$ cat config.mk
export PLATFORM = sky130hd
export DESIGN_NAME = tile_turn_controller
export DESIGN_NICKNAME = d
export VERILOG_FILES = /design/src/rtl/tile_game_pkg.sv /design/src/rtl/tile_turn_controller_sw_select_detect.sv /design/src/rtl/tile_turn_controller.sv
export SDC_FILE = /design/constraint.sdc
export NUM_CORES = 1
export LEC_CHECK = 0
export BUFFER_PORTS_ARGS = -buffer_cell sky130_fd_sc_hd__buf_2
export CAP_MARGIN = 30
export CORE_UTILIZATION = 45
export CTS_BUF_LIST = sky130_fd_sc_hd__clkbuf_16
export CTS_CLUSTER_DIAMETER = 60
export CTS_CLUSTER_SIZE = 10
export DETAILED_ROUTE_END_ITERATION = 12
export PLACE_DENSITY = 0.64
export SETUP_SLACK_MARGIN = 0.1
export SYNTH_ARGS = -nofsm -noshare
export SYNTH_HDL_FRONTEND = slang
export SYNTH_SLANG_ARGS = --single-unit
$ cat constraint.sdc
create_clock -name CLOCK_50 -period 3.1 [get_ports CLOCK_50]
set_input_delay 0.155 -clock CLOCK_50 [delete_from_list [all_inputs] [get_ports CLOCK_50]]
set_output_delay 0.155 -clock CLOCK_50 [all_outputs]
set_load 0.005 [all_outputs]
$ cat src/rtl/tile_game_pkg.sv
// Shared definitions for the tile matching game: turn states, top-level mode
// encodings and default board geometry.
package tile_game_pkg;

   localparam int NUM_TILES_DEF = 10;
   localparam int ID_W_DEF      = 3;
   localparam int IDX_W         = 4;
   localparam int TURN_W        = 3;

   typedef enum logic [TURN_W-1:0] {
      S_OFF  = 3'd0,
      S_IDLE = 3'd1,
      S_ONE  = 3'd2,
      S_HOLD = 3'd3,
      S_DONE = 3'd4
   } turnState_t;

   localparam logic [3:0] MODE_MENU        = 4'b0000;
   localparam logic [3:0] MODE_INGAME      = 4'b0011;
   localparam logic [3:0] MODE_ENDGAME     = 4'b0101;
   localparam logic [3:0] MODE_LEADERBOARD = 4'b1001;

endpackage

$ cat src/rtl/tile_turn_controller_sw_select_detect.sv
// Turns switch rising edges into a single tile selection; a cycle with more
// than one rising edge produces no selection.
module sw_select_detect
   import tile_game_pkg::*;
#(
   parameter int NUM_TILES = NUM_TILES_DEF
) (
   input  logic                 CLOCK_50,
   input  logic                 resetn,
   input  logic [NUM_TILES-1:0] sw,
   output logic                 sel_valid,
   output logic [IDX_W-1:0]     sel_idx
);

   logic [NUM_TILES-1:0] swPrev;
   logic [NUM_TILES-1:0] rise;

   always_ff @(posedge CLOCK_50 or negedge resetn) begin
      if (!resetn) swPrev <= '0;
      else         swPrev <= sw;
   end

   assign rise = sw & ~swPrev;

   // Clearing the lowest set bit leaves zero exactly when one bit was set.
   assign sel_valid = (rise != '0) && ((rise & (rise - NUM_TILES'(1))) == '0);

   always_comb begin
      sel_idx = '0;
      for (int i = 0; i < NUM_TILES; i++) begin
         if (rise[i]) sel_idx = IDX_W'(i);
      end
   end

endmodule

$ cat src/rtl/tile_turn_controller.sv
// Runs one game of tile matching: selection, reveal hold, pair resolution,
// move counting and end-of-game detection.
module tile_turn_controller
   import tile_game_pkg::*;
#(
   parameter int NUM_TILES   = NUM_TILES_DEF,
   parameter int ID_W        = ID_W_DEF,
   parameter int SHOW_CYCLES = 25000000,
   parameter int MOVES_W     = 8
) (
   input  logic                      CLOCK_50,
   input  logic                      resetn,
   input  logic                      start,
   input  logic                      quit,
   input  logic [NUM_TILES-1:0]      sw,
   input  logic [NUM_TILES*ID_W-1:0] layout,
   output logic [NUM_TILES-1:0]      face_up,
   output logic [NUM_TILES-1:0]      matched,
   output logic [MOVES_W-1:0]        moves,
   output logic                      all_matched,
   output logic [TURN_W-1:0]         turn_state
);

   // state  | meaning
   // S_OFF  | not in game; waits for start
   // S_IDLE | no tile revealed this turn
   // S_ONE  | first tile revealed, waiting for second
   // S_HOLD | pair revealed, hold counter running
   // S_DONE | every pair matched, waits for quit or start

   localparam int CNT_W  = (SHOW_CYCLES > 1) ? $clog2(SHOW_CYCLES) : 1;
   localparam int PAIR_W = $clog2(NUM_TILES/2 + 1);

   turnState_t                state, stateNext;
   logic [NUM_TILES*ID_W-1:0] layoutReg, layoutNext;
   logic [NUM_TILES-1:0]      faceUpNext, matchedNext;
   logic [MOVES_W-1:0]        movesNext;
   logic                      allMatchedNext;
   logic [IDX_W-1:0]          firstIdx, firstNext, secondIdx, secondNext;
   logic [CNT_W-1:0]          holdCnt, holdNext;
   logic [PAIR_W-1:0]         pairCount, pairNext;
   logic                      selValid, selFree;
   logic [IDX_W-1:0]          selIdx;
   logic [ID_W-1:0]           idFirst, idSecond;

   sw_select_detect #(.NUM_TILES(NUM_TILES)) uSelect (
      .CLOCK_50  (CLOCK_50),
      .resetn    (resetn),
      .sw        (sw),
      .sel_valid (selValid),
      .sel_idx   (selIdx)
   );

   assign selFree  = selValid && !face_up[selIdx] && !matched[selIdx];
   assign idFirst  = layoutReg[firstIdx*ID_W +: ID_W];
   assign idSecond = layoutReg[secondIdx*ID_W +: ID_W];

   always_ff @(posedge CLOCK_50 or negedge resetn) begin
      if (!resetn) begin
         state       <= S_OFF;
         layoutReg   <= '0;
         face_up     <= '0;
         matched     <= '0;
         moves       <= '0;
         all_matched <= 1'b0;
         firstIdx    <= '0;
         secondIdx   <= '0;
         holdCnt     <= '0;
         pairCount   <= '0;
      end else begin
         state       <= stateNext;
         layoutReg   <= layoutNext;
         face_up     <= faceUpNext;
         matched     <= matchedNext;
         moves       <= movesNext;
         all_matched <= allMatchedNext;
         firstIdx    <= firstNext;
         secondIdx   <= secondNext;
         holdCnt     <= holdNext;
         pairCount   <= pairNext;
      end
   end

   always_comb begin
      stateNext      = state;
      layoutNext     = layoutReg;
      faceUpNext     = face_up;
      matchedNext    = matched;
      movesNext      = moves;
      allMatchedNext = all_matched;
      firstNext      = firstIdx;
      secondNext     = secondIdx;
      holdNext       = holdCnt;
      pairNext       = pairCount;

      if (quit) begin
         // matched and moves stay up so the display can show the abandoned game
         if (state != S_OFF) begin
            stateNext      = S_OFF;
            faceUpNext     = '0;
            allMatchedNext = 1'b0;
         end
      end else if (start) begin
         stateNext      = S_IDLE;
         layoutNext     = layout;
         faceUpNext     = '0;
         matchedNext    = '0;
         movesNext      = '0;
         allMatchedNext = 1'b0;
         pairNext       = '0;
      end else begin
         case (state)
            S_IDLE: begin
               if (selFree) begin
                  faceUpNext[selIdx] = 1'b1;
                  firstNext          = selIdx;
                  stateNext          = S_ONE;
               end
            end
            S_ONE: begin
               if (selFree) begin
                  faceUpNext[selIdx] = 1'b1;
                  secondNext         = selIdx;
                  if (moves != '1) movesNext = moves + MOVES_W'(1);
                  holdNext  = CNT_W'(SHOW_CYCLES - 1);
                  stateNext = S_HOLD;
               end
            end
            S_HOLD: begin
               if (holdCnt == '0) begin
                  faceUpNext[firstIdx]  = 1'b0;
                  faceUpNext[secondIdx] = 1'b0;
                  if (idFirst == idSecond) begin
                     matchedNext[firstIdx]  = 1'b1;
                     matchedNext[secondIdx] = 1'b1;
                     pairNext = pairCount + PAIR_W'(1);
                  end
                  if (pairNext == PAIR_W'(NUM_TILES/2)) begin
                     stateNext      = S_DONE;
                     allMatchedNext = 1'b1;
                  end else begin
                     stateNext = S_IDLE;
                  end
               end else begin
                  holdNext = holdCnt - CNT_W'(1);
               end
            end
            default: ;
         endcase
      end
   end

   assign turn_state = state;

endmodule

==> results of run 1 <==
## registers in the layout (all words and copies together) (netlist names)
name and flops:
layoutReg 30, holdCnt 25, face_up 10, matched 10
uSelect.swPrev 10, moves 8, firstIdx 4, secondIdx 4
pairCount 3, turn_state 3, all_matched 1
## logic make-up (layout without fill, tap and decap cells)
kind of cell / count (synthesis) / in the layout / synth area share
AND/OR/NAND/NOR: 310 / 310 / 0.2445
AO/OA/AOI/OAI: 163 / 164 / 0.1900
flip-flops: 108 / 108 / 0.4549
buffers and inverters: 38 / 167 / 0.02696
multiplexers: 33 / 33 / 0.06529
XOR/XNOR: 7 / 7 / 0.01032
adder cells (fa/ha/maj): 4 / 4 / 0.008004
## worst max-delay path, cell delays in order, from the launching register on
cell      delay [ns]
dfrtp_1         0.39
or4_4           0.55
or4_4           0.48
or4_4           0.46
a41oi_2         0.24
o31ai_2         0.11
a21boi_4        0.19
nand2b_4        0.19
o41ai_1         0.25
## layer usage
layer / GRT usage / routed length (um) / share of wire / vias up
met1: 0.3184 / 7169 / 0.44 / 2717
met2: 0.4316 / 7934 / 0.49 / 134
met5: 0 / 0 / 0 / -
met4: 0.08270 / 352 / 0.022 / 0
met3: 0.06076 / 695 / 0.043 / 26
li1: - / - / - / 2645
## final cells by class
class,count,area [um^2],area share
multi-input combinational,518,3204,0.4272
inverter,7,26.28,0.003503
clock buffer,9,225.2,0.03003
timing repair buffer,144,1007,0.1343
sequential,108,2703,0.3603
clock inverter,7,120.1,0.01601
tap,172,215.2,0.02869
## through the flow
step                      cell area, um^2  instances  power, uW
after floorplan                      5941        663       3220
after global placement               6558        898       3649
after detailed placement             6558        898       3717
after CTS                            7398        961       5223
after global routing                 7501        965       5593
final                                7501        965       5269
## where the power goes
part / leakage (uW) / switching [uW] / internal [uW] / total (uW)
registers: 0.00138 / 365 / 1680 / 2050
logic: 0.00182 / 1030 / 848 / 1880
clock network: 0.000166 / 550 / 794 / 1340
total: 0.00336 / 1950 / 3320 / 5270
## final timing paths
check                                          to  slack (ns)
worst max-delay path                   face_up[5]        0.11
worst min-delay path                layoutReg[21]        0.01
worst max register to register         face_up[5]        0.11
worst min register to register         holdCnt[9]        0.50
max in group asynchronous            layoutReg[1]        2.00
min in group asynchronous       uSelect.swPrev[3]        0.35
## synth_stat cells, types with 3 or more instances
cell type | n | area [um^2]
nand2_1 | 137 | 514.2
dfrtp_1 | 108 | 2703
nor2_1 | 58 | 217.7
o21ai_0 | 49 | 245.2
o31ai_1 | 28 | 210.2
a21oi_1 | 23 | 115.1
mux2i_1 | 23 | 230.2
clkbuf_1 | 22 | 82.58
nand2b_1 | 15 | 93.84
nor2b_1 | 15 | 93.84
nand3_1 | 14 | 70.07
nor3_1 | 14 | 70.07
o41ai_1 | 13 | 113.9
or3_1 | 10 | 62.56
a22oi_1 | 8 | 60.06
buf_2 | 7 | 35.03
inv_1 | 7 | 26.28
or2_2 | 7 | 43.79
or4_1 | 7 | 52.55
and2_1 | 6 | 37.54
mux2_2 | 6 | 67.56
nand4_1 | 6 | 37.54
nor4_1 | 6 | 37.54
a22o_1 | 5 | 43.79
o22ai_1 | 5 | 31.28
and3_1 | 4 | 25.02
mux4_2 | 4 | 90.09
o221ai_1 | 4 | 35.03
xnor2_1 | 4 | 35.03
a211oi_1 | 3 | 22.52
a21o_1 | 3 | 22.52
ha_1 | 3 | 37.54
nand3b_1 | 3 | 22.52
xor2_1 | 3 | 26.28
## what timing repair did
item,in CTS,in global routing
pin swaps,2,2
hold buffers,38,0
gates cloned,1,0
buffers inserted,8,4
gates resized for setup,9,19
endpoints found under the hold margin,83,0
endpoints found under the setup margin,21,57
==> impl_metrics.ini, run 1 <==
[worst_hold_path]
holdPathStages = 3
hp-start = layout[21]
hp-class = input port to flip-flop

[setup_path]
critical_path_class = flip-flop to flip-flop
cp-startpoint = holdCnt[18]
reg2reg_depth = 8
reg2reg_from = holdCnt[18]
crit_required_ns = 3.35
cp-start-kind = flip-flop
crit_path_end_kind = flip-flop
cp_max_fo = 8
cp.arrival_ns = 3.23

[place]
place_congestion = 0.8220
pre_cts_slack_ns = -0.03010
port_buffers = 75
hpwlAfterDp_mm = 11.14

[run]
maxCapViolCount = 0

[grt]
grt_util_all_layers = 0.2537
antenna_found_initial = 0
grt_overflow = 0
grt_max_degree = 63
grt_pass1_vias = 5491
grt_pass1_wl_mm = 26.65

[cts]
cts_sinks = 108
clk_pin_slew_ns = 0.07
cts_tree = yes
clock_path_buffers = 2
cts_buffers = 9
clk_latency_ns = 0.37
root_buffer = clkbuf_16
htreeDepth = 3

[timing]
rsz0062_at_grt = yes
clock.fmax_mhz = 334.9
layout_setup_ws_ns = 0.1141
finalClockSkew_ns = 0.01443
setup_violations = 0
hold-worst-slack_ns = 0.01319
setup-tns-final_ns = 0
worst_pin_slew_ns = 0.8308
period_share = 0.9632
finalCriticalPeriod_ns = 2.986
hold_violations = 0
final_max_slew_viol_count = 0
slew_headroom = 0.4419

[floorplanning]
io_pins = 76
row_count = 41
die_w_um = 116.9
core_mm2 = 0.01272
start_util = 0.4670
die_area_mm2 = 0.01366
die_height_um = 116.9

[synth]
async_reset_ff_frac = 1.000
syn_inst = 663
ys_warn_count = 0
synth_area_mm2 = 0.005941
synth_ff_type = dfrtp_1
synth_seq_cells = 108
synth_cell_types = 59
syn_nets = 710
yosysSeqAreaShare = 0.4549
synth_edf_count = 0
syn_area_per_cell_um2 = 8.960

[routing]
vias = 5522
drt_wl_total_mm = 16.15
dr.pass1.iters = 5
wire_per_inst_um = 16.74
ant_nets = 0
via_per_inst = 5.722
drtIter0Drc = 293
drc = 0

[finish]
final_cell_mix = 136 x nand2_1, 108 x dfrtp_1, 74 x buf_2, 58 x nor2_1, 45 x o21ai_0
antenna_cells = 0
nets = 835
syn2layout_area_growth_pct = 26.26
final_util = 0.5896
num-fill-cells = 1202
final_common_cell = nand2_1
final_layout_size_suffix_gt1_frac = 0.2144

[pwr]
power.leakage_uw = 0.003362
irDropWorstVdd_uv = 391.5
powerDensity_mw_per_mm2 = 702.5

[run_status]
outcome = complete, no violations
No activity file was read; power rests on OpenSTA's default activity.
==> run 2, diff against run 1 <==
--- a/config.mk
+++ b/config.mk
@@ -7,12 +7,12 @@
 export LEC_CHECK = 0
 export BUFFER_PORTS_ARGS = -buffer_cell sky130_fd_sc_hd__buf_2
 export CAP_MARGIN = 30
-export CORE_UTILIZATION = 45
+export CORE_UTILIZATION = 50
 export CTS_BUF_LIST = sky130_fd_sc_hd__clkbuf_16
 export CTS_CLUSTER_DIAMETER = 60
 export CTS_CLUSTER_SIZE = 10
 export DETAILED_ROUTE_END_ITERATION = 12
-export PLACE_DENSITY = 0.64
+export PLACE_DENSITY = 0.69
 export SETUP_SLACK_MARGIN = 0.1
 export SYNTH_ARGS = -nofsm -noshare
 export SYNTH_HDL_FRONTEND = slang
==> run 2 against run 1 <==
The flow now finishes with violations (DRC). Power fell by 3.8%. Final area fell by 1.9%. First-iteration DRC count rose by 51%. Combinational power fell by 3%. Sequential power barely moved. Critical path type unchanged. Highest routed layer unchanged.
==> impl_metrics.ini, run 2 (same netlist as run 1, synthesis figures left out) <==
[run]
maxCapViolCount = 0

[pwr]
irDropWorstVdd_uv = 382.2
powerDensity_mw_per_mm2 = 688.6
power.leakage_uw = 0.003307

[cts]
cts_buffers = 9
cts_sinks = 108
root_buffer = clkbuf_16
clk_pin_slew_ns = 0.08
clock_path_buffers = 2
htreeDepth = 3
clk_latency_ns = 0.36
cts_tree = yes

[setup_path]
cp_max_fo = 8
reg2reg_depth = 8
critical_path_class = flip-flop to flip-flop
rr_endpoint = face_up[5]
cp.arrival_ns = 3.26
crit_required_ns = 3.35
crit_path_end_kind = flip-flop
cp-start-kind = flip-flop
reg2reg_from = holdCnt[18]
rrSetupSlack_ns = 0.09

[run_status]
failed_checks = DRC
outcome = complete, but fails checks

[worst_hold_path]
hp-class = input port to flip-flop
hold_end = layoutReg[3]
hp-start = layout[3]
holdPathStages = 3

[finish]
final_common_cell = nand2_1
largest_register_ffs = 30
antenna_cells = 0
final_cell_mix = 137 x nand2_1, 106 x dfrtp_1, 74 x buf_2, 57 x nor2_1, 46 x o21ai_0
largestRegisters = layoutReg x30, holdCnt x25
final_layout_size_suffix_gt1_frac = 0.2099
fin_cells = 934
num-fill-cells = 974
syn2layout_area_growth_pct = 23.93
nets = 833
top_register = layoutReg

[routing]
drtIter0Drc = 441
ant_nets = 0
drc = 10
wire_per_inst_um = 17.48
dr.pass1.iters = 9
vias = 5582
drt_wl_total_mm = 16.33
via_per_inst = 5.976

[timing]
hold_violations = 0
worst_pin_slew_ns = 0.7696
finalClockSkew_ns = 0.01155
final_max_slew_viol_count = 0
layout_setup_ws_ns = 0.08886
setup_violations = 0
clock.fmax_mhz = 332.1
finalCriticalPeriod_ns = 3.011
rsz0062_at_grt = yes
slew_headroom = 0.4870
period_share = 0.9713

[floorplanning]
core_mm2 = 0.01152
start_util = 0.5159
io_pins = 76
die_w_um = 111
die_area_mm2 = 0.01232
row_count = 39
die_height_um = 111

[grt]
grt_pass1_wl_mm = 26.94
antenna_found_initial = 0
grt_pass1_vias = 5600
grt_max_degree = 59
grt_overflow = 0
grt_util_all_layers = 0.2746

[place]
port_buffers = 75
hpwlAfterDp_mm = 11.14
placed_cells = 870
place_congestion = 0.8564
pre_cts_slack_ns = 0.02493
## run 2: cell types whose count changed in the layout (fill, tap and decap cells not counted), moves of 3 or more
cell / change
o41ai_1: +3
o41ai_2: -3
buf_4: -3
clkinv_2: +3
## run 2: how the worst max path moves through the flow
stage	start	end	slack, ns	cells past startpoint
final	holdCnt[18]	face_up[5]	0.09	8
after CTS	uSelect.swPrev[8]	moves[6]	0.08	9
after floorplan	holdCnt[18]	face_up[4]	0.27	9
after global routing	holdCnt[17]	face_up[1]	-0.02	8
after global placement	holdCnt[18]	face_up[0]	0.15	8
after detailed placement	holdCnt[18]	face_up[0]	0.02	8
## run 2: layout make-up
cell class | count | area (um^2) | area share
Inverter | 7 | 26.28 | 0.003569
Clock buffer | 9 | 225.2 | 0.03059
Sequential cell | 108 | 2705 | 0.3674
Clock inverter | 7 | 66.31 | 0.009007
Tap cell | 143 | 178.9 | 0.02430
Multi-Input combinational cell | 518 | 3172 | 0.4308
Timing Repair Buffer | 142 | 988.4 | 0.1343
## run 2: layer usage
metal | global-route usage | wire, um
met3 | 0.06998 | 865
met4 | 0.09041 | 357
met5 | 0 | 0
met1 | 0.3442 | 7187
met2 | 0.4629 | 7915
## run 2: what timing repair did
action | CTS | global route
endpoints found under the setup margin | 17 | 54
pin swaps | 2 | 3
cloned | 1 | 0
hold endpoints to repair | 94 | 0
resized for setup | 7 | 18
hold buffers | 39 | 0
buffers inserted | 2 | 5
## run 2: power breakdown
part / switching [uW] / internal (uW)
clock network: 548 / 625
logic: 1010 / 810
registers: 395 / 1680
total: 1950 / 3120
## run 2: stage by stage
stage / setup TNS, ns / hold slack, ns / util / power (uW) / area (um^2)
2_1_floorplan: 0 / -0.1406 / - / 3220 / 5941
3_3_place_gp: 0 / 0.2695 / 0.5669 / 3651 / 6529
3_5_place_dp: 0 / 0.2723 / 0.5669 / 3731 / 6529
4_1_cts: 0 / 0.003134 / 0.6299 / 5004 / 7254
5_1_grt: -0.04109 / 0.003847 / 0.6393 / 5370 / 7362
6_report: 0 / 0.009764 / 0.6393 / 5070 / 7362
## run 2: worst max-delay path: stages, from the launching register on
cell      delay, ns
dfrtp_1        0.40
or4_4          0.55
or4_1          0.48
or4_4          0.45
a41oi_2        0.25
o31ai_2        0.12
a21boi_4       0.20
nand2b_4       0.19
o41ai_1        0.25
